--- src/rtl/cmd_pkg.sv ---
// Shared command/error encodings and decoder state enum for the UART register file.
// Combinational helpers only; no latency or backpressure.
package cmd_pkg;

    localparam logic [7:0] CMD_W = 8'h57;
    localparam logic [7:0] CMD_R = 8'h52;
    localparam logic [7:0] CMD_S = 8'h53;
    localparam logic [7:0] CMD_C = 8'h43;

    localparam logic [7:0] ERR_UNKNOWN_CMD = 8'h01;
    localparam logic [7:0] ERR_BAD_ADDR    = 8'h02;
    localparam logic [7:0] ERR_READ_ONLY   = 8'h03;

    typedef enum logic [2:0] {
        IDLE,
        DECODE,
        RD_ISSUE,
        RD_WAIT,
        EXEC,
        RESP
    } state_t;

    function automatic logic is_known_cmd(input logic [7:0] c);
        return (c == CMD_W) || (c == CMD_R) || (c == CMD_S) || (c == CMD_C);
    endfunction

endpackage

--- src/rtl/rd_latency_ctr.sv ---
// Counts regfile read latency and flags the cycle in which reg_rd_data is valid.
// capture is combinational: in the issue cycle for RD_LATENCY=0, else RD_LATENCY cycles later.
// No backpressure; start restarts the count unconditionally.
module rd_latency_ctr #(
    parameter int RD_LATENCY = 1
) (
    input  logic clk,
    input  logic rst_n,
    input  logic start,
    input  logic wait_en,
    output logic capture
);

    logic [2:0] cnt;

    always_ff @(posedge clk or negedge rst_n) begin
        if (!rst_n) begin
            cnt <= 3'd0;
        end else if (start) begin
            cnt <= 3'(RD_LATENCY);
        end else if (wait_en && cnt != 3'd0) begin
            cnt <= cnt - 3'd1;
        end
    end

    assign capture = start ? (RD_LATENCY == 0) : (wait_en && cnt == 3'd1);

endmodule

--- src/rtl/cmd_decoder_param.sv ---
// Decodes latched W/R/S/C commands into regfile accesses with one response pulse each.
// W/errors respond at N+2, R/S/C at N+3+RD_LATENCY; back to IDLE the cycle after.
// No backpressure: cmd_ready while busy is dropped and counted in overrun_cnt.
module cmd_decoder_param import cmd_pkg::*; #(
    parameter int                  NUM_REGS   = 16,
    parameter int                  RD_LATENCY = 1,
    parameter logic [NUM_REGS-1:0] RO_MASK    = '0,
    parameter int                  AW         = $clog2(NUM_REGS)
) (
    input  logic          clk,
    input  logic          rst_n,
    input  logic          cmd_ready,
    input  logic [7:0]    cmd,
    input  logic [7:0]    addr,
    input  logic [7:0]    data,
    input  logic [7:0]    reg_rd_data,
    output logic          reg_rd_en,
    output logic          reg_wr_en,
    output logic [AW-1:0] reg_addr,
    output logic [7:0]    reg_wr_data,
    output logic          resp_ok,
    output logic          resp_data,
    output logic          resp_err,
    output logic [7:0]    resp_addr,
    output logic [7:0]    resp_data_byte,
    output logic [7:0]    resp_err_code,
    output logic          busy,
    output logic [7:0]    overrun_cnt
);

    state_t     state;
    logic [7:0] cmd_q;
    logic [7:0] addr_q;
    logic [7:0] data_q;
    logic [7:0] err_code;
    logic [7:0] rmw_val;
    logic       capture;

    rd_latency_ctr #(.RD_LATENCY(RD_LATENCY)) u_rd_latency_ctr (
        .clk     (clk),
        .rst_n   (rst_n),
        .start   (state == RD_ISSUE),
        .wait_en (state == RD_WAIT),
        .capture (capture)
    );

    assign busy = (state != IDLE);

    // Full 8-bit address is range-checked so aliases above NUM_REGS are rejected.
    always_comb begin
        err_code = 8'h00;
        if (!is_known_cmd(cmd_q)) begin
            err_code = ERR_UNKNOWN_CMD;
        end else if ({1'b0, addr_q} >= 9'(NUM_REGS)) begin
            err_code = ERR_BAD_ADDR;
        end else if (cmd_q != CMD_R && RO_MASK[addr_q[AW-1:0]]) begin
            err_code = ERR_READ_ONLY;
        end
    end

    always_comb begin
        rmw_val = (cmd_q == CMD_S) ? (reg_rd_data | data_q) : (reg_rd_data & ~data_q);
    end

    always_ff @(posedge clk or negedge rst_n) begin
        if (!rst_n) begin
            state          <= IDLE;
            cmd_q          <= 8'h00;
            addr_q         <= 8'h00;
            data_q         <= 8'h00;
            reg_rd_en      <= 1'b0;
            reg_wr_en      <= 1'b0;
            reg_addr       <= '0;
            reg_wr_data    <= 8'h00;
            resp_ok        <= 1'b0;
            resp_data      <= 1'b0;
            resp_err       <= 1'b0;
            resp_addr      <= 8'h00;
            resp_data_byte <= 8'h00;
            resp_err_code  <= 8'h00;
            overrun_cnt    <= 8'h00;
        end else begin
            reg_rd_en <= 1'b0;
            reg_wr_en <= 1'b0;
            resp_ok   <= 1'b0;
            resp_data <= 1'b0;
            resp_err  <= 1'b0;

            if (cmd_ready && state != IDLE && overrun_cnt != 8'hFF) begin
                overrun_cnt <= overrun_cnt + 8'd1;
            end

            case (state)
                IDLE: begin
                    if (cmd_ready) begin
                        cmd_q    <= cmd;
                        addr_q   <= addr;
                        data_q   <= data;
                        reg_addr <= addr[AW-1:0];
                        state    <= DECODE;
                    end
                end
                DECODE: begin
                    if (err_code != 8'h00) begin
                        resp_err       <= 1'b1;
                        resp_err_code  <= err_code;
                        resp_addr      <= addr_q;
                        resp_data_byte <= 8'h00;
                        state          <= RESP;
                    end else if (cmd_q == CMD_W) begin
                        reg_wr_en      <= 1'b1;
                        reg_wr_data    <= data_q;
                        resp_ok        <= 1'b1;
                        resp_addr      <= addr_q;
                        resp_data_byte <= data_q;
                        state          <= EXEC;
                    end else begin
                        reg_rd_en <= 1'b1;
                        state     <= RD_ISSUE;
                    end
                end
                RD_ISSUE, RD_WAIT: begin
                    if (!capture) begin
                        state <= RD_WAIT;
                    end else if (cmd_q == CMD_R) begin
                        resp_data      <= 1'b1;
                        resp_addr      <= addr_q;
                        resp_data_byte <= reg_rd_data;
                        state          <= RESP;
                    end else begin
                        reg_wr_en      <= 1'b1;
                        reg_wr_data    <= rmw_val;
                        resp_ok        <= 1'b1;
                        resp_addr      <= addr_q;
                        resp_data_byte <= rmw_val;
                        state          <= EXEC;
                    end
                end
                EXEC, RESP: state <= IDLE;
                default:    state <= IDLE;
            endcase
        end
    end

endmodule

--- config.mk ---
export PLATFORM = sky130hd
export DESIGN_NAME = cmd_decoder_param
export DESIGN_NICKNAME = d
export VERILOG_FILES = /design/src/rtl/cmd_pkg.sv /design/src/rtl/rd_latency_ctr.sv /design/src/rtl/cmd_decoder_param.sv
export SDC_FILE = /design/constraint.sdc
export NUM_CORES = 1
export LEC_CHECK = 0
export BUFFER_PORTS_ARGS = -buffer_cell sky130_fd_sc_hd__buf_2
export CORE_ASPECT_RATIO = 0.6
export CORE_MARGIN = 5
export CORE_UTILIZATION = 25
export CTS_CLUSTER_DIAMETER = 40
export DETAILED_ROUTE_END_ITERATION = 8
export GPL_TIMING_DRIVEN = 1
export SYNTH_ARGS = -nofsm -noshare
export SYNTH_HDL_FRONTEND = slang
export SYNTH_HIERARCHICAL = 1
export SYNTH_SLANG_ARGS = --single-unit
export TNS_END_PERCENT = 30
--- constraint.sdc ---
create_clock -name clk -period 3.5 [get_ports clk]
set_input_delay 0.875 -clock clk [delete_from_list [all_inputs] [get_ports clk]]
set_output_delay 0.875 -clock clk [all_outputs]
set_load 0.1 [all_outputs]
; ---- Yosys cells after proc, flatten, opt, wreduce, memory -nomap -nowiden
; Memory sizes are Yosys's and may differ from the RTL's.
; Index checks and enable logic that the tools add are counted.
[word_totals]
reg_bits = 78
latchBits = 0
mem_bits_rw = 0
rom_bits = 16
inputBits = 35
out_inout_bits = 50
word_cells = 98
n_memories = 1
[classes]
addsub = 2
mul = 0
n_div = 0
magnitude_cmp = 2
eq_ne = 16
n_shift = 0
muxes = 40
n_bitwise = 3
n_reduce_logical = 19
[mem_list]
columns = name, words, word_bits, rd, rd_ports_with_merged_regs, wr, line
row1 = (no name shown), 16, 1, 1, 0, 0, cmd_decoder_param.sv:56  ; end else if (cmd_q != CMD_R && RO_MASK[addr_q[AW-1:0]]) begin
[op_table]
columns = op, n
row1 = $mux 8, 12
row2 = $pmux 8 s2, 3
row3 = $eq 8x7->1 const B, 4
row4 = $mux 3, 6
row5 = $mux 1, 15
row6 = $ne 2x2->1 const B, 5
row7 = $pmux 3 s3, 1
row8 = $add 8x1->8 const B, 1
row9 = $and 8x8->8, 1
row10 = $ge 8x5->1 const B, 1
row11 = $ne 8x7->1 const B, 1
row12 = $ne 8x8->1 const B, 1
row13 = $not 8->8, 1
row14 = $or 8x8->8, 1
row15 = $reduce_bool 8->1, 1
row16 = $eq 3x1->1 const B, 2
row17 = $eq 3x2->1 const B, 2
row18 = $reduce_bool 3->1, 2
row19 = $logic_and 1x1->1, 5
row20 = $lt 4x5->1 const B, 1
row21 = $reduce_and 5->1, 1
row22 = $mux 2, 2
row23 = $reduce_and 2->1, 2
row24 = $reduce_bool 2->1, 2
row25 = other kinds (7), 9

; ---- Logic depth before layout (Yosys ltp)
; Gate-level depths: netlist of run 1.
[depth]
depth_word = 9
mapped_depth = 11
ltp_nobuf = 8

; ---- Modules after synthesis
; Netlist of run 1, hierarchy kept.
[modules_own_cells]
columns = module, instances, cells_each, area_per_inst_um2
row1 = cmd_decoder_param, 1, 249, 2965.3
row2 = rd_latency_ctr, 1, 20, 206.4

; ---- Worst setup path after synthesis of run 1
; OpenSTA, ideal clock, no wires.
[synth_path]
path_type = reg2reg
start = reg state[1]
end = reg resp_addr[7]
setup_time_ns = 0.125
t_arrival_ns = 2.501
setup_slack_ns = 0.874
stages_incl_launch_ff = 12
path_cell_list = dfrtp_1 nor2b_1 clkbuf_1 buf_1 and2_1 nand2_1 nor3_1 nand2_1 o21ai_0 a21oi_4 buf_8 mux2_4
[synth_between]
elab_chain_len = 5
[synth_rtl]
columns = element, line
row1 = start: declaration, cmd_decoder_param.sv:31  ; state_t state;
row2 = start signal: assignment, cmd_decoder_param.sv:67  ; state <= IDLE;
row3 = start signal: assignment, cmd_decoder_param.sv:100  ; state <= DECODE;
row4 = start signal: assignment, cmd_decoder_param.sv:109  ; state <= RESP;
row5 = $eq 3x2->1, cmd_decoder_param.sv:43  ; .wait_en (state == RD_WAIT),
row6 = $logic_and 1x1->1, rd_latency_ctr.sv:26  ; assign capture = start ? (RD_LATENCY == 0) : (wait_en && cnt == 3'd1);
row7 = $mux 1 (*), rd_latency_ctr.sv:26
row8 = named net capture, cmd_decoder_param.sv:37  ; logic capture;
row9 = $ne 2x2->1 (no line) (*), n/a
row10 = $reduce_and 3->1 (no line) (*), n/a
row11 = end signal: assignment, cmd_decoder_param.sv:107  ; resp_addr <= addr_q;
row12 = end signal: assignment, cmd_decoder_param.sv:114  ; resp_addr <= addr_q;
row13 = end signal: assignment, cmd_decoder_param.sv:127  ; resp_addr <= addr_q;
row14 = end: declaration, cmd_decoder_param.sv:24  ; output logic [7:0] resp_addr,
; Mark *: on every way through the listed nets, which the timed path passes. The rest lies on a longest branch.
; A chain may end at the register's enable or synchronous reset.

; ---- Final worst setup path of run 1
[layout_path]
start = reg addr_q[6]
end = reg resp_addr[0]
[layout_between]
elab_chain_len = 6
[layout_rtl]
columns = element, line
row1 = start: declaration, cmd_decoder_param.sv:33  ; logic [7:0] addr_q;
row2 = start signal: assignment, cmd_decoder_param.sv:97  ; addr_q <= addr;
row3 = $ge 8x5->1 (*), cmd_decoder_param.sv:54  ; end else if ({1'b0, addr_q} >= 9'(NUM_REGS)) begin
row4 = $mux 2 (*), cmd_decoder_param.sv:54
row5 = $mux 8 (*), cmd_decoder_param.sv:52  ; if (!is_known_cmd(cmd_q)) begin
row6 = $reduce_bool 8->1 (*), cmd_decoder_param.sv:104  ; if (err_code != 8'h00) begin
row7 = $ne 3x3->1 (no line) / $mux 8 (equally long branches), n/a
row8 = $reduce_and 3->1 (no line) / $pmux 8 s2 (equally long branches), n/a
; Every way passes the cells marked *; elsewhere a longest branch is shown, timed or not.

==> out/metrics.cfg, run 1 <==
[yosys]
ys_warn_count = 6
ys_seq_elements = 68
synth_enable_flop_cells = 0
yosysTopAreaCell = dfrtp_1
netlist_area_mm2 = 0.00317
synth_top_area_frac = 0.536
avgSynthCellArea_um2 = 11.8
ys.flop_type = dfrtp_1
yosysUniqueCellTypes = 43
yosysMostFrequentCell = dfrtp_1
synthArstFlopShare = 1.00
synthTopCellsByCount = dfrtp_1 (68), mux2_2 (38), a21oi_1 (26)
ys_seq_area_frac = 0.536
ys_top_cells_by_area = dfrtp_1 (54%), mux2_2 (13%), a21oi_1 (4.1%)
postSynthCellCount = 269

[pwr]
intPower_uw = 2000
seqPwrFrac = 0.336
clock_power_share = 0.190
swShare = 0.498
combPwrFrac = 0.474
vdd_ir_drop_max_mv = 0.757
p_per_area_mw_per_mm2 = 1010
leakagePower_uw = 0.00187
p_switching_uw = 1980

[sta]
fin_skew_ns = 0.00261
setup_viol_count_final = 0
slew_violations = 0
setup_tns_ns = 0
worst_pin_slew_ns = 0.725
slew_headroom = 0.515
rsz0062_at_grt = no
period_needed_ns = 2.66
finalCritPeriodShare = 0.759
fmax_mhz = 376
finalHoldViolCount = 0

[finish]
drive_above_1_share = 0.401
n_fill_cell = 1271
area_delta_synth_final_pct = 24.4
layout.nets = 386
final_cell_area_mm2 = 0.00395

[routing]
dr.pass1.iters = 4
drt-total-wl_um = 7890
ant_nets = 0
wl_per_cell_um = 15.3
drcViolationCount = 0
via_per_inst = 4.46
vias = 2297
drt_iter0_drc = 105

[cts]
cts_tree = done
postCtsSetupBuffers = 0
clock_latency_ns = 0.32
cts_resized = 0
htree_levels = 3
root_buffer = clkbuf_16
clock-sinks = 68
clkSlewWorstSetupHoldPaths_ns = 0.05
hold_buffers = 0
clock_path_buffers = 2
cts_buffers = 9

[worst_setup_path]
critPathArrivalTime_ns = 2.86
crit_fanout = 17
critPathLaunchType = flip-flop
crit_path_end_kind = flip-flop
crit_type = flip-flop to flip-flop
required_ns = 3.70

[placement]
io_buffers = 78
placed_cell_area_mm2 = 0.00370
dp_hpwl_um = 6020
place_congestion = 0.847

[global_routing]
grt_pass1_vias = 2309
track_usage = 0.108
gr-total-overflow = 0
antenna_found_initial = 3
grt_max_degree = 69
grt_pass1_wl_um = 12700

[worst_hold_path]
hp-class = flip-flop to flip-flop

[flow_run]
max-cap-violations = 0

[floorplanning]
core_area_mm2 = 0.0122
die_area_mm2 = 0.0151
initial_core_util = 0.260
die_h_um = 97.3
io_pins = 85
placementRows = 31
die_w_um = 155

[status]
outcome = finished clean

[kinds of logic after synthesis]
| logic type | Yosys count | synth area share |
|---|---|---|
| flops | 68 | 0.536 |
| compound gates | 56 | 0.114 |
| simple gates | 51 | 0.0880 |
| mux | 48 | 0.168 |
| buf+inv | 34 | 0.0576 |
| xor+xnor | 7 | 0.0193 |
| fa+ha+maj | 4 | 0.0158 |
| other cells | 1 | 0.00118 |
[layer usage]
layer | up-vias | routed length [µm] | share of wire | global-route usage
li1 | 1096 | - | - | -
met1 | 1119 | 4010 | 0.51 | 0.157
met2 | 67 | 3270 | 0.42 | 0.145
met3 | 11 | 504 | 0.064 | 0.0445
met4 | 4 | 70 | 0.0089 | 0.0282
met5 | - | 24 | 0.0030 | 0
[power groups by stage]
stage | clock network (µW) | logic [µW] | registers (µW)
after floorplan | 0 | 913 | 2000
after global placement | 0 | 1880 | 1330
after detailed placement | 0 | 1900 | 1340
after CTS | 782 | 1900 | 1340
after global routing | 807 | 1990 | 1380
final | 757 | 1880 | 1330
[path summary, 6_finish.rpt]
check / from / end / slack, ns / depth (start not counted)
max: addr_q[6] / resp_addr[0] / 0.84 / 5
min: resp_err_code[1] / resp_err_code[1] / 0.49 / 1
max reg2reg: addr_q[6] / resp_addr[0] / 0.84 / 5
min reg2reg: resp_err_code[1] / resp_err_code[1] / 0.49 / 1
max in group asynchronous: rst_n / reg_wr_data[4] / 2.62 / 2
min in group asynchronous: rst_n / resp_addr[3] / 0.54 / 2
[cell type report]
class | instances | area, µm² | area share
timing repair buffer | 82 | 433 | 0.110
multi-input combinational | 172 | 1310 | 0.332
tap | 165 | 206 | 0.0523
antenna | 1 | 2.50 | 0.000634
clock buffer | 13 | 240 | 0.0609
inverter | 14 | 52.6 | 0.0133
sequential | 68 | 1700 | 0.431
[flip-flops by register name, indices dropped and copies added, names as in the netlist, 2 cells and up]
| register | flops |
|---|---|
| resp_addr | 8 |
| u_rd_latency_ctr/cnt | 3 |
| resp_data_byte | 8 |
| reg_addr | 3 |
| cmd_q | 8 |
| reg_wr_data | 8 |
| overrun_cnt | 8 |
| data_q | 8 |
| addr_q | 5 |
| state | 3 |
| resp_err_code | 2 |
[stage by stage]
| stage | std cells | setup slack, ns | utilization | total power, µW | hold WS (ns) |
|---|---|---|---|---|---|
| 6_report | 515 | 0.843 | 0.323 | 3980 | 0.486 |
| 5_1_grt | 515 | 0.670 | 0.323 | 4180 | 0.514 |
| 4_1_cts | 514 | 0.840 | 0.323 | 4020 | 0.491 |
| 3_5_place_dp | 501 | 0.837 | 0.303 | 3240 | 0.481 |
| 3_3_place_gp | 501 | 0.959 | 0.303 | 3200 | 0.480 |
| 2_1_floorplan | 274 | 0.874 | - | 2910 | 0.442 |
[layout by cell type (no fill, tap or decap), types with 6 or more instances in the layout]
| cell | netlist | routed |
|---|---|---|
| a211oi_1 | 9 | 9 |
| a21oi_1 | 26 | 26 |
| a31oi_1 | 8 | 8 |
| buf_2 | 2 | 78 |
| clkbuf_16 | 0 | 9 |
| conb_1 | 1 | 6 |
| dfrtp_1 | 68 | 68 |
| inv_1 | 14 | 14 |
| mux2_2 | 38 | 38 |
| mux2i_1 | 9 | 9 |
| nand2_1 | 11 | 11 |
| nand4_1 | 6 | 6 |
| nor2_1 | 13 | 12 |
[critical path, cell delays in order (launching register included)]
cell     delay, ns
dfrtp_1       0.40
nor4_2        0.41
nand3_1       0.23
or3_4         0.47
a21oi_4       0.61
mux2_2        0.42
Power figures use the tool's default switching activity.
==> run 2, diff against run 1 <==
--- a/config.mk
+++ b/config.mk
@@ -5,6 +5,7 @@
 export SDC_FILE = /design/constraint.sdc
 export NUM_CORES = 1
 export LEC_CHECK = 0
+export ABC_AREA = 1
 export BUFFER_PORTS_ARGS = -buffer_cell sky130_fd_sc_hd__buf_2
 export CORE_ASPECT_RATIO = 0.6
 export CORE_MARGIN = 5
==> constraint.sdc (replaced) <==
create_clock -name clk -period 2.7 [get_ports clk]
set_input_delay 0.675 -clock clk [delete_from_list [all_inputs] [get_ports clk]]
set_output_delay 0.675 -clock clk [all_outputs]
set_load 0.1 [all_outputs]
==> run 2 against run 1 <==
Count of clock-buffer cells in the layout down 2. Via count grew 30%. Utilization decreased by 0.86 points. Die area up 7.2%. Power rose by 38%. Worst setup slack worse by 0.33 ns. Critical path type is now flip-flop to output port. Largest cell class unchanged. Highest routed layer is now met4.
==> out/metrics.cfg, run 2 <==
[placement]
place_congestion = 0.834  ; -1.6%
io_buffers = 78  ; unchanged
dp_hpwl_um = 6900  ; +15%

[finish]
area_delta_synth_final_pct = 24.4  ; about the same
layout.nets = 533  ; +38%
layout_commonest_cell = nand2_1
final_cell_mix = nand2_1 (116), buf_2 (78), dfrtp_1 (68), inv_1 (42), nand3_1 (40)
n_fill_cell = 1455  ; +14%
drive_above_1_share = 0.248  ; -0.153
num_antenna_cells = 0  ; -1

[cts]
clkSlewWorstSetupHoldPaths_ns = 0.06  ; about the same
cts_tree = done
htree_levels = 3  ; unchanged
postCtsSetupBuffers = 0  ; unchanged
root_buffer = clkbuf_16
hold_buffers = 0  ; unchanged
clock_path_buffers = 2  ; unchanged
clock-sinks = 68  ; unchanged
clock_latency_ns = 0.34  ; +0.02 ns
cts_buffers = 9  ; unchanged
cts_resized = 0  ; unchanged

[worst_setup_path]
rr_worst_depth = 11  ; +6
critPathLaunchType = flip-flop
required_ns = 2.03  ; -1.67 ns
reg2reg_slack_ns = 0.65  ; -0.19 ns
crit_fanout = 5  ; -12
timing.rr.end = resp_data_byte[6]
worstReg2RegStart = state[2]
crit_path_end_kind = output port
critPathArrivalTime_ns = 1.52  ; -1.34 ns
crit_type = flip-flop to output port
crit_start = state[0]

[sta]
finalCritPeriodShare = 0.811
fin_skew_ns = 0.00689  ; +0.00428 ns
setup_tns_ns = 0  ; unchanged
setup_viol_count_final = 0  ; unchanged
fmax_mhz = 457
finalHoldViolCount = 0  ; unchanged
slew_violations = 0  ; unchanged
rsz0062_at_grt = no
fin_hold_ws_ns = 0.344  ; -0.142 ns
slew_headroom = 0.636  ; +0.120
worst_pin_slew_ns = 0.545  ; -0.181 ns
period_needed_ns = 2.19

[yosys]
ys.flop_type = dfrtp_1
ys_seq_area_frac = 0.497  ; -0.0392
synth_compound_area_frac = 0.0764  ; -0.0372
synth_enable_flop_cells = 0  ; unchanged
ys_seq_elements = 68  ; unchanged
yosysMostFrequentCell = nand2_1
netlist_area_mm2 = 0.00342  ; +7.9%
yosysUniqueCellTypes = 29  ; -33%
synth-adder-area-share = 0.0146  ; -0.00115
synthSimpleGateAreaFrac = 0.275  ; +0.187
synth_top_family_by_area = simple AND/OR/NAND/NOR gates
yosysTopAreaCell = dfrtp_1
synthTopCellsByCount = nand2_1 (116), dfrtp_1 (68), inv_1 (42)
synth_top_area_frac = 0.497  ; -0.0392
ys_warn_count = 6  ; unchanged
synthMuxAreaShare = 0.0230  ; -0.145
synthArstFlopShare = 1.00  ; unchanged
avgSynthCellArea_um2 = 8.17  ; -31%
ys_top_cells_by_area = dfrtp_1 (50%), nand2_1 (13%), nand3_1 (5.9%)
postSynthCellCount = 419  ; +56%
synthXorXnorAreaFrac = 0.0154  ; -0.00397

[floorplanning]
die_area_mm2 = 0.0162  ; +7.2%
io_pins = 85  ; unchanged
die_h_um = 101  ; +3.5%
placementRows = 33  ; +6.5%
core_area_mm2 = 0.0135  ; +11%
initial_core_util = 0.253  ; -0.00692
die_w_um = 161  ; +3.6%

[routing]
drt_iter0_drc = 207  ; +97%
via_per_inst = 4.43  ; -0.70%
ant_nets = 0  ; unchanged
drcViolationCount = 0  ; unchanged
drt-total-wl_um = 9590  ; +22%
dr.pass1.iters = 5  ; +1
wl_per_cell_um = 14.2  ; -7.1%
vias = 2985  ; +30%

[global_routing]
grt_pass1_wl_um = 15600  ; +22%
grt_max_degree = 69  ; unchanged
track_usage = 0.124  ; +0.0161
grt_pass1_vias = 2996  ; +30%
gr-total-overflow = 0  ; unchanged
antenna_found_initial = 0  ; -3

[worst_hold_path]
hp-class = primary input to async pin

[pwr]
p_per_area_mw_per_mm2 = 1290  ; +28%
vdd_ir_drop_max_mv = 0.649  ; -14%
leakagePower_uw = 0.00222  ; +18%

[flow_run]
max-cap-violations = 0  ; unchanged

[status]
outcome = finished clean

run 2: changes by cell type after synthesis, moves of 17 or more:
cell	delta
nand2_1	+105
nand3_1	+38
mux2_2	-33
inv_1	+28
nor2_1	+23
o21ai_0	+17
run 2: area by class of cell:
cell class,instances,area [µm²],share of cell area
clock inverters,5,75.1,0.0176
inverters,48,180,0.0423
flip-flops and latches,68,1700,0.400
well taps,175,219,0.0514
clock buffers,11,243,0.0570
multi-input cells,285,1410,0.330
repair buffers,82,433,0.102
run 2: worst max path at each step:
stage / slack [ns] / endpoint
final: 0.51 / busy
after global routing: 0.29 / resp_data_byte[6]
after CTS: 0.50 / busy
after detailed placement: 0.63 / resp_data_byte[4]
after global placement: 0.70 / resp_data_byte[7]
after floorplan: 0.52 / addr_q[3]
run 2: metrics by stage:
step                      worst slack [ns]  total power, µW  utilization  std cells  cell area [µm²]
after floorplan                      0.522             3780            -        424             3440
after global placement               0.695             4170        0.291        658             3940
after detailed placement             0.632             4230        0.291        658             3940
after CTS                            0.505             5530        0.314        674             4260
after global routing                 0.287             5790        0.314        674             4260
final                                0.510             5470        0.314        674             4260
run 2: per-layer routing:
layer	global-route usage	vias to the layer above	wire length (µm)
met5	0	-	0
met4	0.0387	0	106
li1	-	1458	-
met1	0.168	1420	4560
met2	0.186	97	4210
met3	0.0433	10	714
run 2: cells by family (layout without fill, tap and decap cells):
group           Yosys count  after routing
flops                    68             68
fa+ha+maj                 4              4
compound gates           50             50
mux                       7              7
buf+inv                  71            146
xor+xnor                  6              6
simple gates            212            212
other cells               1              6
run 2: where the power goes:
group | total, µW | leakage, µW | switching [µW] | internal (µW)
clock network | 1270 | 0.000159 | 442 | 829
registers | 1570 | 0.000834 | 209 | 1360
logic | 2640 | 0.00122 | 2150 | 482
run 2: worst max-delay path, stage by stage, from the launching register on:
cell     delay, ns
dfrtp_1       0.40
inv_1         0.07
nand2_1       0.21
buf_2         0.49
==> run 3, diff against run 2 <==
==> constraint.sdc (replaced) <==
create_clock -name clk -period 1.8 [get_ports clk]
set_input_delay 0.45 -clock clk [delete_from_list [all_inputs] [get_ports clk]]
set_output_delay 0.45 -clock clk [all_outputs]
set_load 0.1 [all_outputs]
==> run 3 against run 2 <==
Sequential power rose by 50%. Clock power rose by 33%. Highest routed layer unchanged. Clock skew rose by 0.0025 ns. Critical path depth rose by 9. Global-route usage fell by 0.38 points.
==> out/metrics.cfg, run 3 (synthesis results as in run 2) <==
[pwr]
power_uw = 8250  ; +51%
combPwrFrac = 0.508  ; +0.026
seqPwrFrac = 0.287  ; about the same
swShare = 0.515  ; +0.00227
leakagePower_uw = 0.00229  ; +3.2%
intPower_uw = 4000  ; +50%
vdd_ir_drop_max_mv = 0.890  ; +37%
p_per_area_mw_per_mm2 = 1860  ; +45%
p_switching_uw = 4250  ; +51%
clock_power_share = 0.205  ; -0.027

[routing]
wl_per_cell_um = 13.7  ; -3.6%
drcViolationCount = 0  ; unchanged
drt-total-wl_um = 9490  ; -1.1%
dr.pass1.iters = 4  ; -1
vias = 3028  ; +1.4%
drt_iter0_drc = 171  ; -17%
ant_nets = 0  ; unchanged
via_per_inst = 4.38  ; -1.2%

[global_routing]
grt_pass1_wl_um = 15500  ; -0.40%
antenna_found_initial = 0  ; unchanged
gr-total-overflow = 0  ; unchanged
grt_pass1_vias = 3065  ; +2.3%
grt_max_degree = 62  ; -10%
track_usage = 0.120  ; -0.00382

[floorplanning]
placementRows = 33  ; unchanged
die_w_um = 161  ; unchanged
io_pins = 85  ; unchanged
die_area_mm2 = 0.0162  ; unchanged
core_area_mm2 = 0.0135  ; unchanged
die_h_um = 101  ; unchanged
initial_core_util = 0.253  ; unchanged

[cts]
clock_path_buffers = 2  ; unchanged
clock-sinks = 68  ; unchanged
root_buffer = clkbuf_16
clkSlewWorstSetupHoldPaths_ns = 0.06  ; about the same
cts_tree = done
clock_latency_ns = 0.33  ; about the same
cts_buffers = 9  ; unchanged
htree_levels = 3  ; unchanged

[finish]
fin_util = 0.327  ; +0.0131
layout.nets = 551  ; +3.4%
layoutNonFillerInstCount = 692  ; +2.7%
area_delta_synth_final_pct = 29.6
num_antenna_cells = 0  ; unchanged
drive_above_1_share = 0.292  ; +0.0436
final_cell_mix = nand2_1 (113), buf_2 (77), dfrtp_1 (64), inv_1 (40), nand3_1 (40)
n_fill_cell = 1447  ; -0.55%
layout_commonest_cell = nand2_1
final_cell_area_mm2 = 0.00443  ; +4.2%

[sta]
fmax_mhz = 583
setup_viol_count_final = 0  ; unchanged
rsz0062_at_grt = yes
fin_skew_ns = 0.00934  ; +0.00245 ns
period_needed_ns = 1.71
setup_tns_ns = 0  ; unchanged
finalHoldViolCount = 0  ; unchanged
worst_pin_slew_ns = 0.522  ; -0.0228 ns
finalCritPeriodShare = 0.952
slew_violations = 0  ; unchanged
slew_headroom = 0.654  ; +0.0186

[placement]
placed_cell_area_mm2 = 0.00404  ; +2.5%
dpl.cell_count = 667  ; +1.4%
dp_hpwl_um = 7070  ; +2.5%
io_buffers = 78  ; unchanged
place_congestion = 0.838  ; +0.53%

[status]
outcome = finished clean

[worst_setup_path]
critPathLaunchType = flip-flop
crit_fanout = 10  ; +5
critPathArrivalTime_ns = 1.93  ; +0.41 ns
crit_path_end_kind = flip-flop
crit_type = flip-flop to flip-flop
required_ns = 2.02  ; about the same

[flow_run]
max-cap-violations = 0  ; unchanged

[worst_hold_path]
hp-class = primary input to flip-flop

==> run 3: path summary, 6_finish.rpt <==
kind,start,endpoint,slack [ns],cells past startpoint
worst max-delay path,state[1],resp_addr[2],0.09,12
max in group asynchronous,rst_n,data_q[1],0.70,3
min in group asynchronous,rst_n,overrun_cnt[2],0.51,2
worst min-delay path,cmd[0],cmd_q[0],0.33,3
worst min register to register,addr_q[7],resp_addr[7],0.48,2
worst max register to register,state[1],resp_addr[2],0.09,12
==> run 3: area by class of cell <==
type / instances / area, µm² / share of cell area
Sequential cell: 68 / 1710 / 0.385
Clock buffer: 14 / 244 / 0.0550
Tap cell: 175 / 219 / 0.0494
Inverter: 48 / 183 / 0.0412
Timing Repair Buffer: 98 / 571 / 0.129
Clock inverter: 2 / 35.0 / 0.00790
Multi-Input combinational cell: 287 / 1480 / 0.333
==> run 3: per-layer routing <==
metal / global-route usage / vias to the layer above / wire length [µm]
met5: 0 / - / 0
met4: 0.0262 / 0 / 41
met3: 0.0384 / 6 / 457
met2: 0.183 / 66 / 4230
met1: 0.167 / 1461 / 4760
li1: - / 1495 / -
==> run 3: repair_timing <==
item | CTS | global route
endpoints found under the hold margin | 7 | 0
endpoints found under the setup margin | 0 | 28
hold buffers | 1 | 0
gates resized for setup | 0 | 12
buffers inserted | 0 | 6
==> run 3: power groups by stage <==
stage	logic [µW]	clock network, µW	registers, µW
after floorplan	1950	0	3740
after global placement	4050	0	2370
after detailed placement	4130	0	2390
after CTS	4140	1740	2370
after global routing	4510	1820	2430
final	4190	1690	2360
==> run 3: critical path, stage by stage (launching register included) <==
cell and delay (ns):
dfrtp_1 0.37, inv_1 0.06, nor2_2 0.13, inv_2 0.08, nor2_4 0.11, nand2_2 0.06
nor3_4 0.12, inv_2 0.08, nor2_4 0.17, inv_4 0.10, buf_4 0.18, nand3_1 0.08
nand2_1 0.06
==> run 3: metrics by stage <==
step	hold WS [ns]	setup WS (ns)
CTS	0.310	0.00647
global placement	0.312	0.0796
detailed placement	0.318	0.0440
finish	0.327	0.0857
global route	0.331	-0.0510
floorplan	0.154	-0.0329
